===== src/rtl/huffman_pkg.sv =====
// Shared types and constants for the Huffman bit packer.
// Holds the FSM state enum, symbol range constants and a popcount helper.
package huffman_pkg;

    typedef enum logic [2:0] {
        S_IDLE,
        S_LOAD,
        S_RUN,
        S_FLUSH,
        S_DONE
    } state_t;

    localparam int SYM_MIN = 1;
    localparam int SYM_MAX = 6;
    localparam int NUM_SYM = 6;

    function automatic logic [3:0] popcount8(input logic [7:0] v);
        logic [3:0] c;
        c = '0;
        for (int i = 0; i < 8; i++) begin
            c = c + {3'b000, v[i]};
        end
        return c;
    endfunction

endpackage


===== src/rtl/huffman_code_rom.sv =====
// Latched six-entry code table with a combinational symbol lookup.
// Ports: clk, reset, i_load (latch i_hc/i_m), i_sym -> o_legal, o_len, o_code.
module huffman_code_rom
    import huffman_pkg::*;
#(
    parameter int MAX_LEN = 8
) (
    input  logic                          clk,
    input  logic                          reset,
    input  logic                          i_load,
    input  logic [NUM_SYM-1:0][7:0]       i_hc,
    input  logic [NUM_SYM-1:0][7:0]       i_m,
    input  logic [7:0]                    i_sym,
    output logic                          o_legal,
    output logic [3:0]                    o_len,
    output logic [MAX_LEN-1:0]            o_code
);

    logic [NUM_SYM-1:0][MAX_LEN-1:0] r_code;
    logic [NUM_SYM-1:0][3:0]         r_len;

    // Codes are stored pre-masked so the packer can OR them in directly.
    always_ff @(posedge clk or posedge reset) begin
        if (reset) begin
            r_code <= '0;
            r_len  <= '0;
        end else if (i_load) begin
            for (int k = 0; k < NUM_SYM; k++) begin
                r_code[k] <= MAX_LEN'(i_hc[k] & i_m[k]);
                r_len[k]  <= popcount8(i_m[k]);
            end
        end
    end

    always_comb begin
        o_legal = 1'b0;
        o_len   = '0;
        o_code  = '0;
        for (int k = 0; k < NUM_SYM; k++) begin
            if (i_sym == 8'(k + SYM_MIN)) begin
                o_legal = 1'b1;
                o_len   = r_len[k];
                o_code  = r_code[k];
            end
        end
    end

endmodule


===== src/rtl/huffman_bitpacker.sv =====
// Encodes gray symbols 1..6 with a latched Huffman table and packs the codes MSB-first into bytes.
// Ports: code_valid/HCn/Mn table in, gray_* symbol stream in, out_* byte stream out, bit_total/frame_done/sym_err status.
module huffman_bitpacker
    import huffman_pkg::*;
#(
    parameter int ACC_W   = 16,
    parameter int MAX_LEN = 8
) (
    input  logic        clk,
    input  logic        reset,
    input  logic        code_valid,
    input  logic [7:0]  HC1,
    input  logic [7:0]  HC2,
    input  logic [7:0]  HC3,
    input  logic [7:0]  HC4,
    input  logic [7:0]  HC5,
    input  logic [7:0]  HC6,
    input  logic [7:0]  M1,
    input  logic [7:0]  M2,
    input  logic [7:0]  M3,
    input  logic [7:0]  M4,
    input  logic [7:0]  M5,
    input  logic [7:0]  M6,
    input  logic        gray_valid,
    input  logic [7:0]  gray_data,
    input  logic        gray_last,
    output logic        gray_ready,
    output logic        out_valid,
    output logic [7:0]  out_data,
    output logic        out_last,
    input  logic        out_ready,
    output logic [15:0] bit_total,
    output logic        frame_done,
    output logic        sym_err
);

    localparam int CNT_W = $clog2(ACC_W + 1);
    localparam logic [CNT_W-1:0] BYTE = CNT_W'(8);

    state_t             r_state;
    state_t             w_state_nxt;
    logic               r_cv_q;
    logic [ACC_W-1:0]   r_acc;
    logic [CNT_W-1:0]   r_bitcnt;
    logic [15:0]        r_bit_total;
    logic               r_sym_err;

    logic               w_cv_rise;
    logic               w_accept;
    logic               w_emit;
    logic               w_legal;
    logic [3:0]         w_len;
    logic [MAX_LEN-1:0] w_code;
    logic [7:0]         w_byte;

    huffman_code_rom #(
        .MAX_LEN (MAX_LEN)
    ) u_rom (
        .clk     (clk),
        .reset   (reset),
        .i_load  (r_state == S_LOAD),
        .i_hc    ({HC6, HC5, HC4, HC3, HC2, HC1}),
        .i_m     ({M6, M5, M4, M3, M2, M1}),
        .i_sym   (gray_data),
        .o_legal (w_legal),
        .o_len   (w_len),
        .o_code  (w_code)
    );

    // Resetting the history to 1 means a level already high out of
    // reset is not seen as a rising edge.
    assign w_cv_rise = code_valid & ~r_cv_q;
    assign w_accept  = gray_valid & gray_ready;
    assign w_emit    = out_valid & out_ready;

    always_ff @(posedge clk or posedge reset) begin
        if (reset) r_state <= S_IDLE;
        else       r_state <= w_state_nxt;
    end

    always_comb begin
        w_state_nxt = r_state;
        unique case (r_state)
            S_IDLE:  if (w_cv_rise) w_state_nxt = S_LOAD;
            S_LOAD:  w_state_nxt = S_RUN;
            S_RUN:   if (w_accept && gray_last) w_state_nxt = S_FLUSH;
            S_FLUSH: begin
                if (r_bitcnt == '0)          w_state_nxt = S_DONE;
                else if (w_emit && out_last) w_state_nxt = S_DONE;
            end
            S_DONE:  w_state_nxt = S_IDLE;
            default: w_state_nxt = S_IDLE;
        endcase
    end

    // Whole bytes come from the top of the live bits; a short tail is
    // left-aligned so the pad zeros land in the low bits.
    always_comb begin
        if (r_bitcnt >= BYTE) w_byte = 8'(r_acc >> (r_bitcnt - BYTE));
        else                  w_byte = 8'(r_acc << (BYTE - r_bitcnt));
    end

    always_comb begin
        gray_ready = (r_state == S_RUN) && (r_bitcnt < BYTE);
        out_valid  = ((r_state == S_RUN) && (r_bitcnt >= BYTE)) ||
                     ((r_state == S_FLUSH) && (r_bitcnt != '0));
        out_last   = (r_state == S_FLUSH) && (r_bitcnt != '0) &&
                     (r_bitcnt <= BYTE);
        out_data   = out_valid ? w_byte : 8'h00;
        frame_done = (r_state == S_DONE);
        bit_total  = r_bit_total;
        sym_err    = r_sym_err;
    end

    always_ff @(posedge clk or posedge reset) begin
        if (reset) begin
            r_cv_q      <= 1'b1;
            r_acc       <= '0;
            r_bitcnt    <= '0;
            r_bit_total <= '0;
            r_sym_err   <= 1'b0;
        end else begin
            r_cv_q <= code_valid;
            unique case (r_state)
                S_LOAD: begin
                    r_acc       <= '0;
                    r_bitcnt    <= '0;
                    r_bit_total <= '0;
                    r_sym_err   <= 1'b0;
                end
                S_RUN: begin
                    if (w_accept) begin
                        if (w_legal) begin
                            r_acc       <= (r_acc << w_len) | ACC_W'(w_code);
                            r_bitcnt    <= r_bitcnt + CNT_W'(w_len);
                            r_bit_total <= r_bit_total + 16'(w_len);
                        end else begin
                            r_sym_err <= 1'b1;
                        end
                    end
                    if (w_emit) r_bitcnt <= r_bitcnt - BYTE;
                end
                S_FLUSH: begin
                    if (w_emit) r_bitcnt <= out_last ? '0 : r_bitcnt - BYTE;
                end
                default: ;
            endcase
        end
    end

endmodule

===== config.mk =====
export PLATFORM = sky130hd
export DESIGN_NAME = huffman_bitpacker
export DESIGN_NICKNAME = d
export VERILOG_FILES = /design/src/rtl/huffman_pkg.sv /design/src/rtl/huffman_code_rom.sv /design/src/rtl/huffman_bitpacker.sv
export SDC_FILE = /design/constraint.sdc
export NUM_CORES = 1
export LEC_CHECK = 0
export ABC_CLOCK_PERIOD_IN_PS = 3400
export BUFFER_PORTS_ARGS = -buffer_cell sky130_fd_sc_hd__buf_2
export CAP_MARGIN = 10
export CORE_ASPECT_RATIO = 1.5
export CORE_UTILIZATION = 45
export DETAILED_ROUTE_END_ITERATION = 7
export PLACE_DENSITY = 0.71
export SYNTH_ARGS = -nofsm -noshare
export SYNTH_HDL_FRONTEND = slang
export SYNTH_HIERARCHICAL = 1
export SYNTH_SLANG_ARGS = --single-unit

===== constraint.sdc =====
create_clock -name clk -period 3.4 [get_ports clk]
set_input_delay 0.17 -clock clk [delete_from_list [all_inputs] [get_ports clk]]
set_output_delay 0.17 -clock clk [all_outputs]
set_load 0.01 [all_outputs]

==> impl_metrics.csv <==
group,metric,value,unit
run_status,status,"finished with violations",
run_status,violations,"negative hold slack",
worst_setup_path,crit_chain,"clkinv_1 > ha_1 > mux4_2 > nand2_1 > o21ai_0 > a22oi_1 > nand2_1 > buf_2",
cts,numCtsBuffers,17,
cells_and_area,area_delta_synth_final,20.0,%
placed_design,place_congestion,0.896,
worst_setup_path,worstPathArrival,2.86,ns
sta,setup_violations,0,
routing,num_vias,7757,
worst_setup_path,cpMostUsedCell,"nand2_1",
global_routing,antenna_found_initial,0,
global_routing,grt_pass1_wl,39000,um
global_routing,grt_max_degree,69,
floorplan,core,19100,um2
floorplan,initial_utilization,46.0,%
routing,post-route-drc-count,0,
job,drv_cap,0,
yosys,yosysWarnings,6,
global_routing,first_global_vias,7784,
yosys,synthSimpleGateAreaFrac,14.6,%
yosys,synth-edff-count,0,
sta,worst_pin_slew,1.08,ns
power_and_ir_drop,p_per_area,517,nW/um2
yosys,avgSynthCellArea,9.04,um2
floorplan,die_area,20100,um2
routing,ant_nets,0,
sta,setup_tns,0,ns
cts,cts_tree,"yes",
global_routing,grt_use_total,25.1,%
cts,clock_latency,0.42,ns
cts,cts_buffer_depth,2,
global_routing,overflow,0,
cells_and_area,mostFrequentLayoutCell,"inv_1",
worst_setup_path,max_stage_delay,0.62,ns
yosys,synth_cell_types,75,
floorplan,die_w,116,um
sta,clock_skew,0.0109,ns
yosys,synth_compound_area_share,17.0,%
yosys,yosysSeqAreaShare,32.5,%
placed_design,dpl.hpwl,17600,um
routing,wire_per_inst,17.3,um
min_path,hold_class,"input port to async pin",
yosys,muxShareOfSynthArea,13.9,%
yosys,synthXorXnorAreaFrac,2.20,%
yosys,synthesis.nets,1135,
yosys,ys_seq_elements,114,
yosys,synthAdderAreaFrac,10.1,%
cts,cts_resized,0,
worst_setup_path,worst-path-buf-inv,2,
sta,hold_violations,18,
yosys,synth_top_family_by_area,"compound AO/OA/AOI/OAI gates",
sta,fmax,330,MHz
routing,wirelength,23800,um
floorplan,die_h,173,um
floorplan,core.rowCount,62,
sta,rsz0062_at_grt,"false",
worst_setup_path,crit_path_top_delay_cell,"ha_1",
cts,clockRootBuffer,"clkbuf_16",
floorplan,io-pin-count,139,
power_and_ir_drop,peakVddDrop,0.311,mV
sta,drv_slew,0,
cells_and_area,fill_cells,1764,
worst_setup_path,cp_max_fo,10,
cts,cts_max_level,4,
power_and_ir_drop,p_leak,4.71,nW
worst_setup_path,path_delay_family,"adder cells",
cells_and_area,layout_common_cells,"inv_1, buf_2, dfrtp_1",
cells_and_area,fin_nets,1271,
sta,timing.hold.ws,-0.0194,ns
worst_setup_path,crit_type,"register to output pin",
cells_and_area,drive_gt1_share,24.1,%
worst_setup_path,worstPathRequired,3.23,ns
sta,fin_crit,3.03,ns
routing,drt_iter0_markers,519,
yosys,synthCells,970,
yosys,syn-cell-area,8770,um2
worst_setup_path,start_kind,"register",
cells_and_area,num_antenna_cells,0,
sta,post-route-period-util,89.2,%
worst_setup_path,critPathCaptureType,"output pin",
routing,dr.pass1.iters,4,
cts,cts.reportedPaths.clkPinSlew,0.06,ns
cts,clock_sinks,114,
yosys,async_flop_share,100,%
placed_design,io_buffer_count,138,
yosys,yosys_most_used_dff,"dfrtp_1",
sta,slew_headroom,28.0,%
routing,viasPerCell,5.64,
==> cells by family after synthesis <==
logic type | after synthesis
adders and majority gates | 55
muxes | 96
xor gates and xnor gates | 22
AOI/OAI and AO/OA | 222
and+or+nand+nor | 246
buffers and inverters | 215
DFF | 114
==> metrics by stage <==
| stage | total power, W | utilization, % | area, um2 | setup WS, ns | instances |
|---|---|---|---|---|---|
| 2_1_floorplan | 0.00312 | - | 8770 | 0.560 | 970 |
| 3_3_place_gp | 0.00361 | 50.9 | 9720 | 0.362 | 1322 |
| 3_5_place_dp | 0.00365 | 50.9 | 9720 | 0.246 | 1322 |
| 4_1_cts | 0.00548 | 55.2 | 10500 | 0.364 | 1375 |
| 5_1_grt | 0.00580 | 55.2 | 10500 | 0.237 | 1375 |
| 6_report | 0.00545 | 55.2 | 10500 | 0.368 | 1375 |
==> timing repair <==
item / in CTS / in global routing
hold buffers: 21 / 0
endpoints found under the hold margin: 18 / 0
setup endpoints to repair: 0 / 0
setup buffers: 0 / 0
==> Yosys cell counts (5+ instances only) <==
| master | n | area, um2 |
|---|---|---|
| a211oi_1 | 9 | 67.6 |
| a21o_1 | 6 | 45.0 |
| a21oi_1 | 29 | 145 |
| a221oi_1 | 12 | 105 |
| a22oi_1 | 7 | 52.6 |
| a31oi_1 | 5 | 31.3 |
| buf_2 | 17 | 85.1 |
| clkbuf_1 | 44 | 165 |
| dfrtp_1 | 113 | 2830 |
| fa_1 | 26 | 521 |
| ha_1 | 29 | 363 |
| inv_1 | 145 | 544 |
| mux2_2 | 33 | 372 |
| mux2i_1 | 46 | 460 |
| mux4_2 | 17 | 383 |
| nand2_1 | 67 | 251 |
| nand2b_1 | 6 | 37.5 |
| nand3_1 | 57 | 285 |
| nand3b_1 | 6 | 45.0 |
| nand4_1 | 5 | 31.3 |
| nor2_1 | 38 | 143 |
| nor2b_1 | 13 | 81.3 |
| nor3_1 | 17 | 85.1 |
| nor3b_1 | 9 | 67.6 |
| o211ai_1 | 9 | 67.6 |
| o21ai_0 | 83 | 415 |
| o221a_2 | 7 | 78.8 |
| o22ai_1 | 11 | 68.8 |
| xnor2_1 | 19 | 166 |
==> report_power, final <==
part	internal [W]	leakage, nW	switching (W)	total [W]
clock network	0.00116	0.279	0.000629	0.00178
logic	0.000721	2.93	0.000948	0.00167
registers	0.00173	1.50	0.000265	0.00199
==> registers in the layout, summed over array words and instances, names as in the netlist <==
register / flops
u_rom/r_code: 48
r_cv_q: 1
r_state: 3
r_bitcnt: 5
r_acc: 16
u_rom/r_len: 24
bit_total: 16
sym_err: 1
==> final cells by class <==
class                   instances  area (um2)  area share, %
clock buffers                  24         492           4.67
flip-flops and latches        114        2850           27.1
multi-input cells             641        5070           48.2
clock inverters                 8         104          0.987
repair buffers                185        1130           10.8
well taps                     256         320           3.04
inverters                     147         554           5.27
==> metal layers <==
layer	track usage, %	vias up	wire length, um
li1	-	3671	-
met1	29.3	3778	9030
met2	45.0	256	13000
met3	3.75	52	1050
met4	9.88	0	774
met5	0	-	0
==> worst register-to-register path, delay by kind of cell, from the launching register on <==
family          cells  cell delay [ns]
buf+inv             1             0.23
flops               1             0.37
mux                 1             0.29
compound gates      6             1.75
simple gates        1             0.19
==> final timing paths <==
check,startpoint,to,slack [ns],cells past startpoint
max in group asynchronous,reset,sym_err$_DFFE_PP0P_,2.52,3
min in group clk,HC1[3],u_rom/r_code[3]$_DFFE_PP0P_,0.01,3
max reg2reg,u_rom/r_len[22]$_DFFE_PP0P_,r_acc[12]$_DFFE_PP0P_,0.45,9
min,reset,u_rom/r_code[32]$_DFFE_PP0P_,-0.02,2
min reg2reg,u_rom/r_len[0]$_DFFE_PP0P_,u_rom/r_len[0]$_DFFE_PP0P_,0.51,1
max,r_bitcnt[0]$_DFFE_PP0P_,out_data[4],0.37,8
Note: power is estimated with default switching activity, not from simulation.
